### config.mk
export PLATFORM = sky130hd
export DESIGN_NAME = pipe_ctrl_flat
export DESIGN_NICKNAME = d
export VERILOG_FILES = /design/src/rtl/instruction_pkg.sv /design/src/rtl/pipe_ctrl_if.sv /design/src/rtl/pipe_ctrl_hazard.sv /design/src/rtl/pipe_ctrl.sv /design/src/flat_wrapper.sv
export SDC_FILE = /design/constraint.sdc
export NUM_CORES = 1
export LEC_CHECK = 0
export CORE_ASPECT_RATIO = 0.7
export CORE_MARGIN = 2
export CORE_UTILIZATION = 40
export DETAILED_ROUTE_END_ITERATION = 8
export DONT_BUFFER_PORTS = 1
export MAX_ROUTING_LAYER = met4
export PLACE_DENSITY = 0.65
export SYNTH_ARGS = -nofsm -noshare
export SYNTH_HDL_FRONTEND = slang
export SYNTH_SLANG_ARGS = --single-unit
### constraint.sdc
create_clock -name clk -period 3.7 [get_ports clk]
set_input_delay 0.185 -clock clk [delete_from_list [all_inputs] [get_ports clk]]
set_output_delay 0.185 -clock clk [all_outputs]
set_load 0.005 [all_outputs]
### src/rtl/instruction_pkg.sv
// instruction_pkg: shared pipeline types for the in-order RISC-V core.
//   ID_W      - width of instruction IDs carried through the pipeline
//   REG_IDX_W - architectural register index width
//   stage_info_t - per-stage valid, ID and destination/load side info
package instruction_pkg;
   localparam int ID_W = 32;
   localparam int REG_IDX_W = 5;
   typedef struct packed {
      logic                 v;
      logic [ID_W-1:0]      id;
      logic [REG_IDX_W-1:0] rd;
      logic                 rdv;
      logic                 load;
   } stage_info_t;
endpackage

### src/rtl/pipe_ctrl_if.sv
// pipe_ctrl_if: datapath <-> sequencing-controller bundle.
//   master (datapath): drives fetch_v, I-stage operands (i_rs1/i_rs2/i_rd/i_rdv/i_load),
//                      br_taken and m_busy; observes enables, valids, IDs and kills.
//   slave  (pipe_ctrl): the reverse. x_info/m_info expose the X/M side info
//                      (rd, rdv, load) carried alongside each stage's valid and ID.
//   PIPE_CTRL_PERF_EN adds stall_cnt, flush_cnt and bubble_cnt.
interface pipe_ctrl_if #(
   parameter int ID_W     = instruction_pkg::ID_W,
   parameter int XLEN_REG = instruction_pkg::REG_IDX_W
);
   logic                fetch_v;
   logic [XLEN_REG-1:0] i_rs1;
   logic [XLEN_REG-1:0] i_rs2;
   logic [XLEN_REG-1:0] i_rd;
   logic                i_rdv;
   logic                i_load;
   logic                br_taken;
   logic                m_busy;
   logic                adv_i;
   logic                adv_x;
   logic                adv_m;
   logic                stall_i;
   logic                flush;
   logic                inst_v_i;
   logic                inst_v_x;
   logic                inst_v_m;
   logic                inst_v_r;
   logic [ID_W-1:0]     ci;
   logic [ID_W-1:0]     cx;
   logic [ID_W-1:0]     cm;
   logic [ID_W-1:0]     cr;
   logic                kill_v;
   logic [ID_W-1:0]     kill_id;
   logic [ID_W-1:0]     retired;
   instruction_pkg::stage_info_t x_info;
   instruction_pkg::stage_info_t m_info;
`ifdef PIPE_CTRL_PERF_EN
   logic [ID_W-1:0]     stall_cnt;
   logic [ID_W-1:0]     flush_cnt;
   logic [ID_W-1:0]     bubble_cnt;
`endif

   modport master (
      output fetch_v, i_rs1, i_rs2, i_rd, i_rdv, i_load, br_taken, m_busy,
      input  adv_i, adv_x, adv_m, stall_i, flush,
      input  inst_v_i, inst_v_x, inst_v_m, inst_v_r, ci, cx, cm, cr,
      input  kill_v, kill_id, retired, x_info, m_info
`ifdef PIPE_CTRL_PERF_EN
      , input stall_cnt, flush_cnt, bubble_cnt
`endif
   );

   modport slave (
      input  fetch_v, i_rs1, i_rs2, i_rd, i_rdv, i_load, br_taken, m_busy,
      output adv_i, adv_x, adv_m, stall_i, flush,
      output inst_v_i, inst_v_x, inst_v_m, inst_v_r, ci, cx, cm, cr,
      output kill_v, kill_id, retired, x_info, m_info
`ifdef PIPE_CTRL_PERF_EN
      , output stall_cnt, flush_cnt, bubble_cnt
`endif
   );
endinterface

### src/rtl/pipe_ctrl_hazard.sv
// pipe_ctrl_hazard: combinational hold / load-use / flush resolution.
//   in : i_v, x_v, x_rd, x_rdv, x_load, m_v, i_rs1, i_rs2, br_taken, m_busy
//   out: hold_m, flush, stall_i, adv_i, adv_x, adv_m
module pipe_ctrl_hazard #(
   parameter int XLEN_REG = 5
) (
   input  logic                i_v,
   input  logic                x_v,
   input  logic [XLEN_REG-1:0] x_rd,
   input  logic                x_rdv,
   input  logic                x_load,
   input  logic                m_v,
   input  logic [XLEN_REG-1:0] i_rs1,
   input  logic [XLEN_REG-1:0] i_rs2,
   input  logic                br_taken,
   input  logic                m_busy,
   output logic                hold_m,
   output logic                flush,
   output logic                stall_i,
   output logic                adv_i,
   output logic                adv_x,
   output logic                adv_m
);
   logic lu;

   always_comb begin
      lu      = i_v & x_v & x_load & x_rdv & (x_rd != '0) & ((i_rs1 == x_rd) | (i_rs2 == x_rd));
      hold_m  = m_v & m_busy;
      // A redirect waits out an M hold; the datapath keeps br_taken and X steady meanwhile.
      flush   = br_taken & x_v & ~hold_m;
      adv_m   = ~hold_m;
      adv_x   = ~hold_m;
      // Flush outranks load-use: the load-use victim is the instruction being killed.
      adv_i   = ~hold_m & ~flush & ~lu;
      stall_i = i_v & (lu | hold_m) & ~flush;
   end
endmodule

### src/rtl/pipe_ctrl.sv
// pipe_ctrl: sequencing controller for the 4-stage I/X/M/R pipeline.
//   clk, reset (async, active-low) plain ports; everything else on bus (pipe_ctrl_if.slave):
//   stage valids/IDs, stage enables, stall/flush/kill and retire count.
//   Optional macro PIPE_CTRL_PERF_EN adds stall_cnt, flush_cnt, bubble_cnt.
module pipe_ctrl #(
   parameter int ID_W     = instruction_pkg::ID_W,
   parameter int XLEN_REG = instruction_pkg::REG_IDX_W
) (
   input  logic       clk,
   input  logic       reset,
   pipe_ctrl_if.slave bus
);
   import instruction_pkg::stage_info_t;

   logic            iv_q, iv_d, rv_q, rv_d;
   logic [ID_W-1:0] ci_q, ci_d, cr_q, cr_d, nid_q, nid_d, ret_q, ret_d;
   stage_info_t     x_q, x_d, m_q, m_d;
   logic            hold_m, flush, stall_i, adv_i, adv_x, adv_m, fetch_ok;

   pipe_ctrl_hazard #(.XLEN_REG(XLEN_REG)) u_hazard (
      .i_v      (iv_q),
      .x_v      (x_q.v),
      .x_rd     (x_q.rd),
      .x_rdv    (x_q.rdv),
      .x_load   (x_q.load),
      .m_v      (m_q.v),
      .i_rs1    (bus.i_rs1),
      .i_rs2    (bus.i_rs2),
      .br_taken (bus.br_taken),
      .m_busy   (bus.m_busy),
      .hold_m   (hold_m),
      .flush    (flush),
      .stall_i  (stall_i),
      .adv_i    (adv_i),
      .adv_x    (adv_x),
      .adv_m    (adv_m)
   );

   always_comb begin
      // I accepts a fetch only when empty or moving on; the fetch racing a flush is dropped.
      fetch_ok = bus.fetch_v & ~flush & (~iv_q | adv_i);
      iv_d     = fetch_ok | (iv_q & ~adv_i & ~flush);
      ci_d     = fetch_ok ? nid_q : ci_q;
      nid_d    = nid_q + ID_W'(fetch_ok);
      x_d      = x_q;
      if (adv_i)
         x_d = '{v: iv_q, id: ci_q, rd: bus.i_rd, rdv: bus.i_rdv, load: bus.i_load};
      else if (adv_x)
         x_d.v = 1'b0;
      m_d      = adv_x ? x_q : m_q;
      rv_d     = adv_m & m_q.v;
      cr_d     = adv_m ? m_q.id : cr_q;
      ret_d    = ret_q + ID_W'(rv_d);
   end

   always_ff @(posedge clk or negedge reset) begin
      if (!reset) begin
         iv_q  <= 1'b0;
         rv_q  <= 1'b0;
         ci_q  <= '0;
         cr_q  <= '0;
         nid_q <= '0;
         ret_q <= '0;
         x_q   <= '0;
         m_q   <= '0;
      end else begin
         iv_q  <= iv_d;
         rv_q  <= rv_d;
         ci_q  <= ci_d;
         cr_q  <= cr_d;
         nid_q <= nid_d;
         ret_q <= ret_d;
         x_q   <= x_d;
         m_q   <= m_d;
      end
   end

   assign bus.adv_i    = adv_i;
   assign bus.adv_x    = adv_x;
   assign bus.adv_m    = adv_m;
   assign bus.stall_i  = stall_i;
   assign bus.flush    = flush;
   assign bus.inst_v_i = iv_q;
   assign bus.inst_v_x = x_q.v;
   assign bus.inst_v_m = m_q.v;
   assign bus.inst_v_r = rv_q;
   assign bus.ci       = ci_q;
   assign bus.cx       = x_q.id;
   assign bus.cm       = m_q.id;
   assign bus.cr       = cr_q;
   assign bus.kill_v   = flush & iv_q;
   assign bus.kill_id  = ci_q;
   assign bus.retired  = ret_q;
   assign bus.x_info   = x_q;
   assign bus.m_info   = m_q;

`ifdef PIPE_CTRL_PERF_EN
   logic            seen_q, seen_d;
   logic [ID_W-1:0] stall_cnt_q, stall_cnt_d, flush_cnt_q, flush_cnt_d, bubble_cnt_q, bubble_cnt_d;

   always_comb begin
      stall_cnt_d  = stall_cnt_q + ID_W'(stall_i);
      flush_cnt_d  = flush_cnt_q + ID_W'(flush & iv_q);
      // Bubbles only count once something has retired, so pipeline fill is excluded.
      seen_d       = seen_q | rv_q;
      bubble_cnt_d = bubble_cnt_q + ID_W'(seen_q & ~rv_q);
   end

   always_ff @(posedge clk or negedge reset) begin
      if (!reset) begin
         seen_q       <= 1'b0;
         stall_cnt_q  <= '0;
         flush_cnt_q  <= '0;
         bubble_cnt_q <= '0;
      end else begin
         seen_q       <= seen_d;
         stall_cnt_q  <= stall_cnt_d;
         flush_cnt_q  <= flush_cnt_d;
         bubble_cnt_q <= bubble_cnt_d;
      end
   end

   assign bus.stall_cnt  = stall_cnt_q;
   assign bus.flush_cnt  = flush_cnt_q;
   assign bus.bubble_cnt = bubble_cnt_q;
`endif
endmodule

### src/flat_wrapper.sv
// flat-port wrapper written by rule: the top's interface ports become plain ports
module pipe_ctrl_flat import instruction_pkg::stage_info_t;
#(
   parameter int ID_W     = instruction_pkg::ID_W,
   parameter int XLEN_REG = instruction_pkg::REG_IDX_W
)
  (clk, reset, bus_fetch_v, bus_i_rs1, bus_i_rs2, bus_i_rd, bus_i_rdv, bus_i_load, bus_br_taken, bus_m_busy, bus_adv_i, bus_adv_x, bus_adv_m, bus_stall_i, bus_flush, bus_inst_v_i, bus_inst_v_x, bus_inst_v_m, bus_inst_v_r, bus_ci, bus_cx, bus_cm, bus_cr, bus_kill_v, bus_kill_id, bus_retired, bus_x_info, bus_m_info);
  pipe_ctrl_if #(.ID_W(ID_W), .XLEN_REG(XLEN_REG)) bus_i ();
  input  logic clk;
  input  logic reset;
  input wire logic [$bits(bus_i.fetch_v)-1:0] bus_fetch_v;
  input wire logic [$bits(bus_i.i_rs1)-1:0] bus_i_rs1;
  input wire logic [$bits(bus_i.i_rs2)-1:0] bus_i_rs2;
  input wire logic [$bits(bus_i.i_rd)-1:0] bus_i_rd;
  input wire logic [$bits(bus_i.i_rdv)-1:0] bus_i_rdv;
  input wire logic [$bits(bus_i.i_load)-1:0] bus_i_load;
  input wire logic [$bits(bus_i.br_taken)-1:0] bus_br_taken;
  input wire logic [$bits(bus_i.m_busy)-1:0] bus_m_busy;
  output wire logic [$bits(bus_i.adv_i)-1:0] bus_adv_i;
  output wire logic [$bits(bus_i.adv_x)-1:0] bus_adv_x;
  output wire logic [$bits(bus_i.adv_m)-1:0] bus_adv_m;
  output wire logic [$bits(bus_i.stall_i)-1:0] bus_stall_i;
  output wire logic [$bits(bus_i.flush)-1:0] bus_flush;
  output wire logic [$bits(bus_i.inst_v_i)-1:0] bus_inst_v_i;
  output wire logic [$bits(bus_i.inst_v_x)-1:0] bus_inst_v_x;
  output wire logic [$bits(bus_i.inst_v_m)-1:0] bus_inst_v_m;
  output wire logic [$bits(bus_i.inst_v_r)-1:0] bus_inst_v_r;
  output wire logic [$bits(bus_i.ci)-1:0] bus_ci;
  output wire logic [$bits(bus_i.cx)-1:0] bus_cx;
  output wire logic [$bits(bus_i.cm)-1:0] bus_cm;
  output wire logic [$bits(bus_i.cr)-1:0] bus_cr;
  output wire logic [$bits(bus_i.kill_v)-1:0] bus_kill_v;
  output wire logic [$bits(bus_i.kill_id)-1:0] bus_kill_id;
  output wire logic [$bits(bus_i.retired)-1:0] bus_retired;
  output wire logic [$bits(bus_i.x_info)-1:0] bus_x_info;
  output wire logic [$bits(bus_i.m_info)-1:0] bus_m_info;
  assign bus_i.fetch_v = bus_fetch_v;
  assign bus_i.i_rs1 = bus_i_rs1;
  assign bus_i.i_rs2 = bus_i_rs2;
  assign bus_i.i_rd = bus_i_rd;
  assign bus_i.i_rdv = bus_i_rdv;
  assign bus_i.i_load = bus_i_load;
  assign bus_i.br_taken = bus_br_taken;
  assign bus_i.m_busy = bus_m_busy;
  assign bus_adv_i = bus_i.adv_i;
  assign bus_adv_x = bus_i.adv_x;
  assign bus_adv_m = bus_i.adv_m;
  assign bus_stall_i = bus_i.stall_i;
  assign bus_flush = bus_i.flush;
  assign bus_inst_v_i = bus_i.inst_v_i;
  assign bus_inst_v_x = bus_i.inst_v_x;
  assign bus_inst_v_m = bus_i.inst_v_m;
  assign bus_inst_v_r = bus_i.inst_v_r;
  assign bus_ci = bus_i.ci;
  assign bus_cx = bus_i.cx;
  assign bus_cm = bus_i.cm;
  assign bus_cr = bus_i.cr;
  assign bus_kill_v = bus_i.kill_v;
  assign bus_kill_id = bus_i.kill_id;
  assign bus_retired = bus_i.retired;
  assign bus_x_info = bus_i.x_info;
  assign bus_m_info = bus_i.m_info;
  pipe_ctrl #(.ID_W(ID_W), .XLEN_REG(XLEN_REG)) u_core (.clk(clk), .reset(reset), .bus(bus_i));
endmodule
# ---- Yosys cells after proc, flatten, opt, wreduce, memory -nomap -nowiden
# Index checks and enable logic that the tools add are counted.
dict set report totals {
  register_bits 210
  output_inout_bits 282
  word_cells 51
}
dict set report op_classes {
  add_sub_neg 2
  eq_ne 3
  mux 2
  bitwise_logic 27
  reduce_logical 1
}
# op n
set op_table {}
lappend op_table {{32-bit by 1-bit adder with 32-bit output} 2}
lappend op_table {{1-bit AND} 18}
lappend op_table {{5-bit == test} 2}
lappend op_table {{1-bit NOT} 5}
lappend op_table {{5-bit nonzero test} 1}
lappend op_table {{1-bit bitwise OR} 4}
lappend op_table {{1-bit two-way mux} 2}
lappend op_table {{2-bit inequality test, second input constant} 1}

# ---- Longest topological paths before layout
# Gate-level depths: netlist (run 1).
dict set report logic_depth {
  ltp_word 11
  ltp_mapped 13
  ltp_nobuf 11
}

# ---- Modules after synthesis
# A second synthesis (run 1) with hierarchy kept.
dict set report unflattened {
  hier_cells 705
  area_unflattened_um2 9276.4
}
# module instances cells_each area_per_inst_um2
set modules_own_cells {}
lappend modules_own_cells {pipe_ctrl 1 679 9086.2}
lappend modules_own_cells {pipe_ctrl_hazard 1 26 190.2}

# ---- Least setup slack after synthesis (run 1)
# OpenSTA, ideal clock, no wires.
dict set report synth_path {
  path_kind {register -> register}
  from {register u_core.m_q (netlist bit u_core.bus.inst_v_m)}
  to {register u_core.nid_q[24]}
  setup_ns 0.123
  t_arrival_ns 2.884
  t_required_ns 3.577
  setup_slack_ns 0.693
  path_stages_with_launch 14
  cell_sequence {dfrtp_1 > and2_2 > a21oi_1 > nand2_1 > a21oi_1 > clkbuf_1 > or2_2 > ha_1 > ha_1 > and3_1 > clkbuf_1 > nand4_1 > or3_1 > xnor2_1}
}
dict set report synth_via {
  elab_chain_len 9
}
# element line
set synth_rtl {}
lappend synth_rtl {{start, declared} pipe_ctrl.sv:17} ;# stage_info_t x_q, x_d, m_q, m_d;
lappend synth_rtl {{start signal, assigned} pipe_ctrl.sv:74} ;# m_q <= m_d;
lappend synth_rtl {{1-bit AND (*)} pipe_ctrl_hazard.sv:28} ;# hold_m = m_v & m_busy;
lappend synth_rtl {{1-bit NOT (*)} {pipe_ctrl_hazard.sv:30, pipe_ctrl_hazard.sv:34}}
lappend synth_rtl {{1-bit AND} pipe_ctrl_hazard.sv:30} ;# flush = br_taken & x_v & ~hold_m;
lappend synth_rtl {{1-bit NOT} {pipe_ctrl_hazard.sv:34, pipe_ctrl.sv:41}}
lappend synth_rtl {{1-bit AND (2 in series)} pipe_ctrl_hazard.sv:34} ;# adv_i = ~hold_m & ~flush & ~lu;
lappend synth_rtl {{1-bit bitwise OR} pipe_ctrl.sv:41} ;# fetch_ok = bus.fetch_v & ~flush & (~iv_q | adv_i);
lappend synth_rtl {{1-bit AND (*)} pipe_ctrl.sv:41}
lappend synth_rtl {{32-bit by 1-bit adder with 32-bit output (*)} pipe_ctrl.sv:44} ;# nid_d = nid_q + ID_W'(fetch_ok);
lappend synth_rtl {{net u_core.nid_d[24]} pipe_ctrl.sv:16} ;# logic [ID_W-1:0] ci_q, ci_d, cr_q, cr_d, nid_q, nid_d, ret_q, ret_d;
lappend synth_rtl {{end signal, assigned} pipe_ctrl.sv:71} ;# nid_q <= nid_d;
lappend synth_rtl {{end, declared} pipe_ctrl.sv:16}
# The timed path passes the listed nets; every way through them passes the cells marked *.
# A chain may end at the register's enable or synchronous reset.

# ---- Final worst setup path (run 1)
dict set report layout_path {
  from {register u_core.x_q (netlist bit u_core.bus.x_info[4])}
  to {register u_core.nid_q[8]}
}
dict set report layout_via {
  elab_chain_len 8
}
# element line
set layout_rtl {}
lappend layout_rtl {{start, declared} pipe_ctrl.sv:17}
lappend layout_rtl {{start signal, assigned} pipe_ctrl.sv:64} ;# x_q <= '0;
lappend layout_rtl {{start signal, assigned} pipe_ctrl.sv:73} ;# x_q <= x_d;
lappend layout_rtl {{5-bit == test or 5-bit nonzero test (tied branches)} pipe_ctrl_hazard.sv:27} ;# lu = i_v & x_v & x_load & x_rdv & (x_rd != '0) & ((i_rs1 == x_rd) | (i_rs2 == x_rd));
lappend layout_rtl {{1-bit bitwise OR or 1-bit AND (tied branches)} pipe_ctrl_hazard.sv:27}
lappend layout_rtl {{1-bit AND (*)} pipe_ctrl_hazard.sv:27}
lappend layout_rtl {{1-bit NOT (*)} pipe_ctrl_hazard.sv:34}
lappend layout_rtl {{1-bit AND (*)} pipe_ctrl_hazard.sv:34}
lappend layout_rtl {{1-bit bitwise OR (*)} pipe_ctrl.sv:41}
lappend layout_rtl {{1-bit AND (*)} pipe_ctrl.sv:41}
lappend layout_rtl {{32-bit by 1-bit adder with 32-bit output (*)} pipe_ctrl.sv:44}
lappend layout_rtl {{net u_core.nid_d[8]} pipe_ctrl.sv:16}
# Marks and branches as above.

==> metrics.txt, run 1 <==
total chip power around 6.3 mW; count of different cell masters after synthesis 36; Final Slew Violations 0; Clk Latency, worst-skew pair 0.50 ns; chip width 189 um; multi-input logic area 3370 um^2; clk_skew 0.00953 ns; Worst-path clk slew approximately 0.060 ns; CTS max path bufs 3; Final Cell Area 9930 um^2; Mapped Area 9550 um^2; register share of total power 0.496; dominant cell type by area after synthesis dfrtp_1; CTS H-tree depth 1; share of cells above drive strength 1 0.111; starting density of the core 0.406; slowest cell on the critical path dfrtp_1; Worst setup SP type flip-flop; Synth Flop Type dfrtp_1; via count 5968; Critical Path RT 4.08 ns; Post-CTS Setup Bufs 0; combinational power share 0.153; Post-route DRC 0; CP cell instances xnor2_1 -> nand3_1 -> o22ai_1 -> a21oi_2 -> or2_2 -> ha_1 -> ha_1 -> and3_1 -> and3_1 -> and3_1 -> xor2_1; share of flip-flops with an asynchronous set or reset 1.00; Inserted Diodes 0; synth-to-layout area growth 4.05%; placed cells between 1000 and 1500; Syn. warnings 0; overall routing resource usage 0.171; Setup Total Neg Slack 0 ns; Setup violations, final 0; Clock Tree Root clkbuf_16; critical path class reg2reg; status complete, but fails checks; die area about 25000 um^2; FF/Latch Area roughly 5300 um^2; DP HPWL about 14000 um; initial antenna violation count 0; cts hold-fix bufs 10; Highest Clock Rate 337 MHz; Tmin final ~3 ns; crit path DAT 3.35 ns; top cell type's share of synthesized area 0.550; post-route ant nets 0; Starting DRT DRC Count 313; Final Hold Viols 210; PwrDens roughly 630 nW/um^2; crit-path max cell delay between 0.4 and 0.5 ns; I/O pins 304; vias in the first global route 5936; pre-CTS setup slack 0.699 ns; Fillers 2215; Seq/Total Area, Yosys 0.550; largest net degree at the start of global routing 211; PostCTS Resize Cnt 0; Core Area 23500 um^2; synthesis-stage register bit count 210; CP Capture Type flip-flop; Mean Syn Cell Area 10.6 um^2; CTS tree done; DR vias/cell 5.24; peak supply drop 0.327 mV; WL per Instance 18.7 um; RSZ-0062 raised after global routing no; Clk pwr share 0.352; P_sw 1.96 mW; Area contributors post-synth dfrtp_1 (55%), nand2_1 (9.9%), buf_4 (7.9%); number of synthesized flops with an enable pin 0; port bufs 0; Slew @ Worst Pin 0.882 ns; Post-Route WL 21300 um; switching share of power 0.312; slew margin rel. 0.412; Finished Layout Cells 1140; CTS Buf Count 23; placer's final routability congestion estimate 0.818; number of iterations in the first detailed-routing pass 4; failing checks negative hold slack; global route overflow 0; fin nets 833; MaxCap Viol Count 0; LEAKAGE 4.85 nW; placed cell area approximately 9000 um^2; Cells after Synth 904; internal power component 4.33 mW; Final Cycle Share 0.803; # rows 47; first-pass GRT wire length 33700 um; fin util 0.422; net count after synthesis slightly above 900; Min Hold Slack -0.619 ns; clock tree sinks 210; crit path max fanout 6; chip height 133 um; Final Worst Setup Slack roughly 0.73 ns; Min-Delay Path Class in2async; cell mode on critical path and3_1
==> Yosys cell counts, drive strengths merged (7+ instances only) <==
| master | instances |
|---|---|
| nor2b | 10 |
| nor3 | 7 |
| inv | 7 |
| and2 | 8 |
| nand3 | 23 |
| nand4 | 12 |
| mux2 | 39 |
| and4 | 7 |
| xor2 | 24 |
| dfrtp | 210 |
| nand2 | 251 |
| nor2 | 24 |
| a221o | 32 |
| clkbuf | 24 |
| buf | 116 |
| and3 | 9 |
| a22o | 32 |
| xnor2 | 46 |
==> state kept, by name (all words and copies together) (netlist names) <==
| register | cells |
|---|---|
| u_core.bus.ci | 32 |
| u_core.bus.cm | 32 |
| u_core.bus.cr | 32 |
| u_core.bus.cx | 32 |
| u_core.bus.retired | 32 |
| u_core.nid_q | 32 |
| u_core.bus.m_info | 7 |
| u_core.bus.x_info | 7 |
| u_core.bus.inst_v_i | 1 |
| u_core.bus.inst_v_m | 1 |
| u_core.bus.inst_v_r | 1 |
| u_core.bus.inst_v_x | 1 |
==> area by class of cell <==
type	count	area share
Clock inverter	6	0.00617
Clock buffer	34	0.0671
Inverter	7	0.00264
Tap cell	318	0.0401
Sequential cell	210	0.529
Timing Repair Buffer	18	0.0161
Multi-Input combinational cell	547	0.339
==> layout by cell type, fill, tap and decap left out, drive strengths merged, types with 4 or more instances in the layout <==
master	instances
dlygate4sd3	10
a221o	32
nand4	12
nor2b	10
inv	7
xnor2	46
ha	4
nor2	24
and2	8
nand3	23
clkinv	4
clkbuf	34
nand2	251
a22o	32
nor3	7
xor2	24
nor4	5
mux2	39
buf	8
dfrtp	210
and4	7
and3	9
==> metal layers <==
metal	wire, um	vias to the layer above	GRT usage
met2	9150	244	0.246
met4	522	0	0.0425
li1	-	2729	-
met5	0	-	-
met1	9950	2955	0.242
met3	1670	40	0.0427
==> cells by family after synthesis <==
kind of cell | Yosys count | synth area share
compound gates | 74 | 0.0725
buf+inv | 147 | 0.0985
flops | 210 | 0.550
mux | 39 | 0.0460
simple gates | 360 | 0.163
fa+ha+maj | 4 | 0.00524
xor+xnor | 70 | 0.0642
==> critical path, delay by kind of cell (launching register included) <==
family,cells,cell delay [ns]
AOI/OAI and AO/OA,2,0.54
xor gates and xnor gates,2,0.34
adders and majority gates,2,0.43
DFF,1,0.48
and+or+nand+nor,5,1.04
==> power groups by stage <==
stage / logic, mW / clock network [mW] / registers (mW)
floorplan: 0.984 / 0 / 2.96
global placement: 0.934 / 0 / 3.15
detailed placement: 0.961 / 0 / 3.16
CTS: 0.971 / 2.29 / 3.12
global route: 1.08 / 2.37 / 3.17
finish: 0.961 / 2.21 / 3.12
==> worst paths after layout <==
kind	cells past startpoint	endpoint	slack (ns)	start
max in group asynchronous	0	u_core.nid_q[31]	4.03	reset
setup reg to reg	11	u_core.nid_q[8]	0.73	u_core.bus.x_info[4]
hold / removal	0	u_core.bus.x_info[3]	-0.62	reset
hold reg to reg	2	u_core.bus.cr[9]	0.49	u_core.bus.cr[9]
setup / recovery	11	u_core.nid_q[8]	0.73	u_core.bus.x_info[4]
min in group clk	3	u_core.bus.inst_v_x	0.06	bus_m_busy
Power figures use the tool's default switching activity.
==> run 2, diff against run 1 <==
Settings changed: ABC_AREA set to 1, PLACE_DENSITY 0.65 to 0.67.
Clock period 3.7 ns to 2.6 ns, I/O delays scaled along.
==> run 2 against run 1 <==
  * The flow still finishes with violations (negative hold slack)
  * Sequential cell count unchanged
  * Sequential share of layout area down 1.4 points
  * Clock power up 45%
  * Fmax up 21%
  * Sequential power up 55%
  * Non-clock buffer count up 14
  * Combinational power up 95%
  * First-iteration DRC count down 13%
  * Worst setup slack worse by 0.58 ns
  * Die area about the same
  * Synthesized cell count up 5.9%
  * Critical endpoint is now u_core.nid_q[23]
  * Highest routed layer unchanged
==> metrics.txt, run 2 <==
Inserted Diodes 0 (unchanged); WL per Instance 17.6 um (-5.9%); placed cells 1168 (+7.2%); Critical Path RT 2.99 ns (-1.09 ns); Min Hold Slack -0.679 ns (-0.0603 ns); Mean Syn Cell Area 9.98 um^2 (-5.5%); post-route ant nets 0 (unchanged); # rows 47 (unchanged); share of flip-flops with an asynchronous set or reset 1.00 (unchanged); Worst Reg-to-Reg Cells 20 (+9); Final Slew Violations 0 (unchanged); PwrDens 973 nW/um^2 (+54%); Reg-to-Reg End u_core.nid_q[23]; fin nets 915 (+9.8%); critical path class reg2reg; failing checks negative hold slack; CTS tree done; starting density of the core 0.406 (about the same); peak supply drop 0.438 mV (+34%); synth-to-layout area growth 6.80%; number of iterations in the first detailed-routing pass 4 (unchanged); Min-Delay Path Class in2async; first-pass GRT wire length 34000 um (+0.74%); Fillers 2202 (-0.59%); Mapped Area 9550 um^2 (about the same); cts hold-fix bufs 9 (-1); CP Capture Type flip-flop; global route overflow 0 (unchanged); largest net degree at the start of global routing 211 (unchanged); CTS H-tree depth 1 (unchanged); chip width 189 um (about the same); Post-route DRC 0 (unchanged); most frequent cells in the layout nand2_1 (260), dfrtp_1 (209), mux2_2 (66), inv_1 (52), nand3_1 (45); Tmin final 2.45 ns (-0.524 ns); DP HPWL 14200 um (+3.8%); CTS Buf Count 23 (unchanged); via count 6030 (+1.0%); commonest non-fill, non-tap cell in the layout nand2_1; Seq/Total Area, Yosys 0.550 (about the same); status complete, but fails checks; vias in the first global route 6172 (+4.0%); R2R setup slack 0.15 ns (-0.58 ns); chip height 133 um (about the same); Synth Flop Type dfrtp_1; Worst setup SP type flip-flop; clock tree sinks 210 (unchanged); dominant cell type by area after synthesis dfrtp_1; number of synthesized flops with an enable pin 0 (unchanged); clk_skew 0.0221 ns (+0.0126 ns); port bufs 0 (unchanged); placer's final routability congestion estimate 0.858 (+4.9%); CTS max path bufs 3 (unchanged); slew margin rel. 0.622 (+0.210); top cells by count, synth nand2_1 (262), dfrtp_1 (210), buf_4 (101); Setup violations, final 0 (unchanged); Core Area 23500 um^2 (unchanged); I/O pins 304 (unchanged); total chip power 9.93 mW (+58%); DR vias/cell 4.93 (-5.7%); net count after synthesis 983 (+5.7%); Clk Latency, worst-skew pair 0.51 ns (about the same); Area contributors post-synth dfrtp_1 (55%), nand2_1 (10%), buf_4 (7.9%); Starting DRT DRC Count 271 (-13%); Worst-path clk slew 0.06 ns (about the same); Post-Route WL 21500 um (+0.83%); worst r2r src u_core.bus.x_info[5]; Clock Tree Root clkbuf_16; crit path max fanout 4 (-2); Slew @ Worst Pin 0.567 ns (-0.315 ns); count of different cell masters after synthesis 30 (-17%); Highest Clock Rate 409 MHz (+21%); Finished Layout Cells 1222 (+7.2%); MaxCap Viol Count 0 (unchanged); RSZ-0062 raised after global routing yes; Final Hold Viols 210 (unchanged); synthesis-stage register bit count 210 (unchanged); initial antenna violation count 0 (unchanged); overall routing resource usage 0.173 (+0.00252); LEAKAGE 5.22 nW (+7.6%); share of cells above drive strength 1 0.183 (+0.0718); crit path DAT 2.84 ns (-0.51 ns); die area 25200 um^2 (about the same); Cells after Synth 957 (+5.9%); Final Cycle Share 0.941 (+0.138); most common cell in the netlist nand2_1; Syn. warnings 0 (unchanged); top cell type's share of synthesized area 0.550 (about the same)
[run 2: cell types whose count changed after synthesis, moves of 21 or more]
cell,previous run,this run
a221o_1,32,0
mux2_2,39,66
xnor2_1,46,19
clkbuf_1,24,3
nand3_1,23,47
a22o_1,32,0
nor2_1,24,45
inv_1,6,55
[run 2: final cells by class]
| cell class | instances | area [um^2] | share of cell area |
|---|---|---|---|
| flip-flops and latches | 210 | 5260 | 0.515 |
| multi-input cells | 560 | 3290 | 0.323 |
| clock inverters | 8 | 73.8 | 0.00723 |
| inverters | 62 | 235 | 0.0231 |
| repair buffers | 32 | 279 | 0.0273 |
| well taps | 318 | 398 | 0.0390 |
| clock buffers | 32 | 669 | 0.0656 |
[run 2: metal layers]
| metal | vias to the layer above | share of wire | wire, um | track usage |
|---|---|---|---|---|
| li1 | 2824 | - | - | - |
| met1 | 2932 | 0.46 | 9930 | 0.232 |
| met2 | 240 | 0.44 | 9540 | 0.262 |
| met3 | 34 | 0.070 | 1500 | 0.0469 |
| met4 | 0 | 0.024 | 509 | 0.0451 |
| met5 | - | 0 | 0 | - |
[run 2: logic make-up after synthesis]
family          synth area share
flops                      0.550
mux                       0.0778
fa+ha+maj                0.00524
compound gates           0.00746
buf+inv                    0.117
simple gates               0.187
xor+xnor                  0.0550
[run 2: worst max-delay path by stage]
| stage | end | cells past startpoint | slack (ns) | start |
|---|---|---|---|---|
| after global routing | u_core.nid_q[24] | 21 | -0.02 | u_core.bus.x_info[2] |
| after detailed placement | u_core.nid_q[24] | 21 | -0.02 | u_core.bus.x_info[5] |
| after floorplan | u_core.nid_q[20] | 21 | 0.008 | u_core.bus.inst_v_i |
| after global placement | u_core.nid_q[24] | 21 | 0.08 | u_core.bus.x_info[5] |
| final | u_core.nid_q[23] | 20 | 0.15 | u_core.bus.x_info[5] |
| after CTS | u_core.nid_q[24] | 21 | 0.02 | u_core.bus.x_info[5] |
[run 2: worst max-delay path, cell delays in order (launching register included)]
cell	delay, ns
dfrtp_1	0.42
inv_2	0.10
nand2_1	0.05
nand2_1	0.06
nor2_1	0.04
nand3_1	0.07
nand2_1	0.07
nand2_2	0.08
nand2_4	0.06
nand2_4	0.07
nand2_4	0.05
inv_4	0.06
ha_4	0.15
nand3_2	0.12
nor2_4	0.16
nand3_4	0.11
nor2_4	0.15
nand2_4	0.08
nor2_4	0.17
nand2_1	0.08
xor2_1	0.15
[run 2: timing repair]
action,4_1_cts,5_1_grt
gates cloned,0,0
buffers inserted,0,5
pin swaps,1,7
endpoints found under the hold margin,220,210
resized for setup,5,19
setup endpoints to repair,4,14
[run 2: where the power goes]
group | switching (mW) | internal, mW | total [mW]
Sequential | 0.921 | 3.93 | 4.85
Clock | 1.31 | 1.89 | 3.21
Combinational | 1.07 | 0.802 | 1.87
Total | 3.30 | 6.62 | 9.93
[run 2: per-stage QoR]
step	setup TNS (ns)	setup slack (ns)	hold slack, ns	util	instance area [um^2]
finish	0	0.154	-0.679	0.434	10200
CTS	0	0.0187	-0.703	0.429	10100
global route	-0.0667	-0.0246	-0.709	0.434	10200
detailed placement	-0.0353	-0.0205	-0.161	0.392	9230
global placement	0	0.0839	-0.161	0.392	9230
floorplan	0	0.00752	-0.166	-	9560
